==> config.mk <==
export PLATFORM = sky130hd
export DESIGN_NAME = dmem_arbiter
export DESIGN_NICKNAME = d
export VERILOG_FILES = /design/src/rtl/dmem_arbiter.sv
export SDC_FILE = /design/constraint.sdc
export NUM_CORES = 1
export LEC_CHECK = 0
export CORE_AREA = 2 2 113 115
export DETAILED_ROUTE_END_ITERATION = 16
export DIE_AREA = 0 0 115 117
export PLACE_DENSITY = 0.71
export SYNTH_ARGS = -nofsm -noshare
export SYNTH_HDL_FRONTEND = slang
export SYNTH_SLANG_ARGS = --single-unit
==> constraint.sdc <==
create_clock -name clk -period 1.1 [get_ports clk]
set_input_delay 0.165 -clock clk [delete_from_list [all_inputs] [get_ports clk]]
set_output_delay 0.165 -clock clk [all_outputs]
set_load 0.02 [all_outputs]
==> src/rtl/dmem_arbiter.sv <==
// dmem_arbiter: shares one data-memory port between the core MEM stage (req0)
// and the network data loader (req1) using valid/yumi handshakes on both legs.
// One transaction in flight at a time; round-robin priority on ties.
// Optional build macro DMEM_ARB_CONFLICT_CNT_EN adds a saturating counter of
// IDLE cycles in which both requesters are valid.
module dmem_arbiter #(
   parameter int unsigned addr_width_p = 32,
   parameter int unsigned data_width_p = 32,
   parameter int unsigned cnt_width_p  = 16
) (
   input  logic                      clk,
   input  logic                      reset,
   input  logic [1:0]                req_valid_i,
   input  logic [2*addr_width_p-1:0] req_addr_i,
   input  logic [2*data_width_p-1:0] req_wdata_i,
   input  logic [1:0]                req_wen_i,
   input  logic [1:0]                req_byte_i,
   output logic [1:0]                req_yumi_o,
   output logic [1:0]                resp_valid_o,
   output logic [data_width_p-1:0]   resp_data_o,
   input  logic [1:0]                resp_yumi_i,
   output logic                      mem_valid_o,
   output logic [addr_width_p-1:0]   mem_addr_o,
   output logic [data_width_p-1:0]   mem_wdata_o,
   output logic                      mem_wen_o,
   output logic                      mem_byte_o,
   output logic                      mem_yumi_o,
   input  logic                      mem_yumi_i,
   input  logic                      mem_valid_i,
   input  logic [data_width_p-1:0]   mem_rdata_i,
   output logic [cnt_width_p-1:0]    conflict_cnt_o
);

   typedef enum logic [1:0] {
      ST_IDLE = 2'd0,
      ST_REQ  = 2'd1,
      ST_RESP = 2'd2
   } state_e;

   state_e state_q;
   logic   grant_q;
   logic   last_q;

   // Arbitration FSM: latch a grant in IDLE, hold it through REQ and RESP
   always_ff @(posedge clk or negedge reset) begin
      if (!reset) begin
         state_q <= ST_IDLE;
         grant_q <= 1'b0;
         last_q  <= 1'b1;
      end else begin
         case (state_q)
            ST_IDLE: begin
               if (req_valid_i != 2'b00) begin
                  // Tie goes to the requester not served last; otherwise the lone valid one
                  grant_q <= (req_valid_i == 2'b11) ? ~last_q : req_valid_i[1];
                  state_q <= ST_REQ;
               end
            end
            ST_REQ: begin
               if (mem_yumi_i) begin
                  last_q  <= grant_q;
                  state_q <= ST_RESP;
               end
            end
            ST_RESP: begin
               if (mem_yumi_o) begin
                  state_q <= ST_IDLE;
               end
            end
            default: state_q <= ST_IDLE;
         endcase
      end
   end

   // Request/response steering toward the granted requester; zero outside its phase
   always_comb begin
      req_yumi_o   = 2'b00;
      resp_valid_o = 2'b00;
      resp_data_o  = '0;
      mem_valid_o  = 1'b0;
      mem_addr_o   = '0;
      mem_wdata_o  = '0;
      mem_wen_o    = 1'b0;
      mem_byte_o   = 1'b0;
      mem_yumi_o   = 1'b0;
      case (state_q)
         ST_REQ: begin
            mem_valid_o         = 1'b1;
            mem_addr_o          = grant_q ? req_addr_i[addr_width_p +: addr_width_p]
                                          : req_addr_i[0 +: addr_width_p];
            mem_wdata_o         = grant_q ? req_wdata_i[data_width_p +: data_width_p]
                                          : req_wdata_i[0 +: data_width_p];
            mem_wen_o           = req_wen_i[grant_q];
            mem_byte_o          = req_byte_i[grant_q];
            req_yumi_o[grant_q] = mem_yumi_i;
         end
         ST_RESP: begin
            resp_valid_o[grant_q] = mem_valid_i;
            resp_data_o           = mem_rdata_i;
            mem_yumi_o            = mem_valid_i & resp_yumi_i[grant_q];
         end
         default: ;
      endcase
   end

`ifdef DMEM_ARB_CONFLICT_CNT_EN
   logic [cnt_width_p-1:0] cnt_q;
   logic [cnt_width_p-1:0] cnt_d;

   // Saturating count of IDLE cycles where both requesters compete
   always_comb begin
      cnt_d = cnt_q;
      if ((state_q == ST_IDLE) && (req_valid_i == 2'b11) && (cnt_q != '1)) begin
         cnt_d = cnt_q + cnt_width_p'(1);
      end
   end

   // Conflict counter register
   always_ff @(posedge clk or negedge reset) begin
      if (!reset) begin
         cnt_q <= '0;
      end else begin
         cnt_q <= cnt_d;
      end
   end

   assign conflict_cnt_o = cnt_q;
`else
   assign conflict_cnt_o = '0;
`endif

endmodule

# After elaboration in Yosys (flattened, before gate mapping)
# Cells that the tools add are included.
# word_totals
ff_bits	4
latch_bits	0
mem_bits_rw	0
rom_bits	0
in_bits	172
wordCells	45
mem_count	0
# classes
addsub	0
multipliers	0
div	0
n_lt_le_gt_ge	2
n_eq_ne	6
shift	0
n_mux	24
n_bitwise	4
reduce_logical	6
# ops
op	n
32-bit 2-to-1 mux	5
1-bit 2-to-1 mux	12
2-bit 2-to-1 mux	5
2-bit inequality test (second input constant)	3
2-bit one-hot mux with 3 select lines	1
2-bit bitwise AND	2
2-bit == test (second input constant)	2
2-bit AND reduction	2
3-bit AND reduction	1
2-bit by 1-bit == test with 1-bit output (second input constant)	1
2-bit logical NOT	1
1-bit by 2-bit less-than comparator with 1-bit output (second input constant)	1
2-bit nonzero test	1
1-bit bitwise AND	1
1-bit demux with 1-bit select	1
1-bit >= comparator (second input constant)	1
1-bit logical AND	1
1-bit NOT	1

# Logic depth before layout (Yosys ltp)
# depth
ltp_word	6
ltp_mapped	4
ltp_nobuf	4

# Worst setup path after synthesis
# OpenSTA, ideal clock, no wires.
# synth_timing
path_kind	register to output
startpoint	reg state_q[0]
endpoint	out mem_yumi_o
arrival_ps	1124
setup_slack_ps	-189
path_stages_with_launch	5
n_path_buf	1
cell_sequence	dfrtp_1 -> nor2b_4 -> buf_2 -> nand2_1 -> nor2_1
# synth_via
elab_chain_len	2
# synth_rtl
element	line	source
start: declaration	40	state_e state_q;
start signal: assignment	47	state_q <= ST_IDLE;
start signal: assignment	56	state_q <= ST_REQ;
start signal: assignment	62	state_q <= ST_RESP;
2-bit == test	86	case (state_q)
1-bit 2-to-1 mux	86	
end: declaration	27	output logic mem_yumi_o,
# Every way passes these cells.

# Worst setup path in the final report
# layout_timing
startpoint	reg grant_q
endpoint	out mem_yumi_o
# layout_via
elab_chain_len	4
# layout_rtl
element	line	source
start: declaration	41	logic grant_q;
start signal: assignment	55	grant_q <= (req_valid_i == 2'b11) ? ~last_q : req_valid_i[1];
1-bit 2-to-1 mux (implied by the code) (2 in series)	100	mem_yumi_o = mem_valid_i & resp_yumi_i[grant_q];
1-bit bitwise AND	100	
1-bit 2-to-1 mux	86	
# Every way passes these cells. The select of a mux whose other input is x is not followed.

==> results.py <==
metrics = {
    "global_route": {
        "grt_max_degree": 29,
        "overflow": 0,
        "grt_pass1_wl_um": 13800,
        "antenna_found_initial": 0,
        "grtUsageMet1_pct": 13.6,
        "use_met3_pct": 3.55,
        "grt_pass1_vias": 2747,
        "met2_usage_pct": 26.4,
        "globalRoute.busiestLayer": "met2",
        "globalRouteTotalUtil_pct": 13.0,
    },
    "floorplan": {
        "row_count": 41,
        "die_x_um": 115,
        "start_util_pct": 13.7,
        "core_area_um2": 12300,
        "die-height_um": 117,
        "dieArea_um2": 13500,
        "io_pins": 292,
    },
    "clock_tree": {
        "clk_pin_slew_worst_paths_ps": 30,
        "insertion_delay_ps": 220,
        "ctsLongestPathBuffers": 2,
        "postCtsHoldBufs": 0,
        "cts.sinks": 4,
        "cts_tree": "built",
        "numCtsBuffers": 3,
        "root_buffer": "clkbuf_16",
        "htree_num_levels": 1,
    },
    "status": {
        "outcome": "finished with violations",
        "violations": "setup timing",
    },
    "worst_setup_path": {
        "worstSetupPathType": "flop to output pin",
        "cp-start-kind": "flop",
        "cpPeakStageDelay_ps": 460,
        "path_delay_family": "buffers and inverters",
        "path_max_fanout": 10,
        "critPathBufInv": 2,
        "critPathSlowestCell": "dfrtp_4",
        "path_cells": "buf_4 -> mux2i_2 -> nor2_4 -> dlygate4sd2_1",
        "cp-end-kind": "output pin",
        "cp.arrival_ps": 1670,
        "worstPathRequired_ps": 940,
    },
    "power_and_ir_drop": {
        "p_switching_uw": 6080,
        "p_sw_share_pct": 47.4,
        "p_int_uw": 6760,
        "pwr-share-clk_pct": 4.6,
        "power.density_nw_per_um2": 2220,
        "power_frac_comb_pct": 92.7,
        "p_seq_share_pct": 2.8,
        "p_leak_uw": 0.00246,
        "vdd_drop_max_mv": 1.21,
        "p_total_uw": 12800,
    },
    "timing": {
        "skew_ps": 1.27,
        "fin_crit_ps": 1830,
        "grt_setup_unrepaired": "yes",
        "maxSlewViolCount": 0,
        "setup_ws_ps": -730,
        "min_period_over_period_pct": 166,
        "max_freq_mhz": 546,
        "finalSetupViolations": 107,
        "tns_ps": -61110,
        "hold_viol_final": 0,
    },
    "cells_and_area": {
        "utilization_pct": 47.1,
        "nets": 699,
        "postLayoutCellArea_um2": 5800,
        "seq_area_um2": 106,
        "fillCellCount": 1156,
        "area_delta_synth_final_pct": 245,
        "multi_input_area_um2": 2150,
        "layout-drive-gt1-share_pct": 50.6,
        "num_antenna_cells": 0,
    },
    "drt": {
        "firstDrtPassIters": 4,
        "routed_wl_um": 9890,
        "drc": 0,
        "antenna_left": 0,
        "wl_per_cell_um": 14.6,
        "vias_per_cell": 3.94,
        "drt_iter0_markers": 43,
        "routed-via-count": 2666,
    },
    "place": {
        "portBuffers": 275,
        "dp_worst_setup_slack_ps": -725,
        "hpwl_um": 8020,
        "routabilityCongestion": 0.777,
        "dpl-instance-area_um2": 5290,
    },
    "synth": {
        "ys_seq_area_share_pct": 6.03,
        "synth.avg_cell_area_um2": 7.51,
        "yosysWarnings": 0,
        "synthesis.area_um2": 1680,
        "ys_types": 22,
        "synth-seq-cells": 4,
        "synthCells": 224,
    },
    "flow_run": {
        "cap_violations": 0,
    },
    "min_path": {
        "min_path_type": "input port to async pin",
    },
}
==> placed cells by master, fill, tap and decap left out, types with 3 or more instances in the layout <==
master / n
clkdlybuf4s50_1: 171
nor2_4: 62
buf_6: 60
mux2i_2: 55
dlygate4sd2_1: 55
and2_4: 32
conb_1: 16
buf_4: 12
buf_12: 12
nor2_2: 8
mux2i_1: 6
mux2i_4: 6
buf_2: 4
nand2_1: 3
clkbuf_16: 3
==> worst reg2reg max path, stage by stage (launching register included) <==
cell,delay [ps]
dfrtp_4,460
buf_4,270
mux2i_2,330
buf_4,160
o21ai_0,60
nand2_1,60
==> worst paths after layout <==
kind / start / end / slack, ps / cells past startpoint
worst min register to register: last_q / last_q / 510 / 1
min in group clk: last_q / last_q / 510 / 1
worst min-delay path: reset / state_q[1] / 150 / 1
worst max register to register: grant_q / state_q[1] / -310 / 5
worst max-delay path: grant_q / mem_yumi_o / -730 / 4
max in group asynchronous: reset / last_q / 710 / 1
==> power groups by stage <==
| stage | clock network, uW | registers, uW | logic (uW) |
|---|---|---|---|
| final | 585 | 354 | 11900 |
| after global routing | 618 | 362 | 12500 |
| after CTS | 599 | 354 | 11400 |
| after global placement | 0 | 336 | 11000 |
| after floorplan | 0 | 297 | 6910 |
| after detailed placement | 0 | 342 | 11100 |
==> synth_stat cells, drive strengths merged <==
cell,n,share of area (%)
nor2,70,22
mux2i,67,40
and2,32,12
buf,30,14
nand2,5,1.1
clkbuf,4,0.89
dfrtp,3,4.5
and3,2,0.74
inv,2,0.45
a211oi,1,0.45
a21o,1,0.45
a32o,1,0.60
conb,1,0.22
dfstp,1,1.6
nand2b,1,0.52
nor2b,1,0.82
nor3,1,0.30
o21ai,1,0.30
==> metal layers <==
layer	share of wire, %	vias to the layer above	routed length [um]
met3	9.4	2	932
met1	35	1209	3430
met5	0	-	0
met2	55	148	5480
li1	-	1307	-
met4	0.41	0	41
==> metrics by stage <==
| step | hold WS, ps | instances |
|---|---|---|
| 6_report | 151 | 676 |
| 3_3_place_gp | 395 | 655 |
| 3_5_place_dp | 385 | 655 |
| 5_1_grt | 168 | 676 |
| 4_1_cts | 147 | 672 |
| 2_1_floorplan | -131 | 239 |
==> cells by family after synthesis <==
kind of cell,share of synthesized area (%)
buf+inv,15.1
mux,39.9
simple gates,37.0
flops,6.03
other cells,0.223
compound gates,1.79
==> flip-flops by register name (all words and copies together) (netlist names) <==
name,count
grant_q,1
last_q,1
state_q,2
==> area by class of cell <==
cell class	count	area share (%)
Timing Repair Buffer	317	56.3
Multi-Input combinational cell	199	37.1
Tap cell	150	3.24
Sequential cell	4	1.84
Clock buffer	4	1.36
Inverter	2	0.173
==> timing repair <==
item | in CTS | in global routing
setup endpoints to repair | 107 | 107
resized for setup | 358 | 63
pin swaps | 8 | 7
cloned | 1 | 1
buffers inserted | 12 | 4
(Power assumes the default switching activity.)
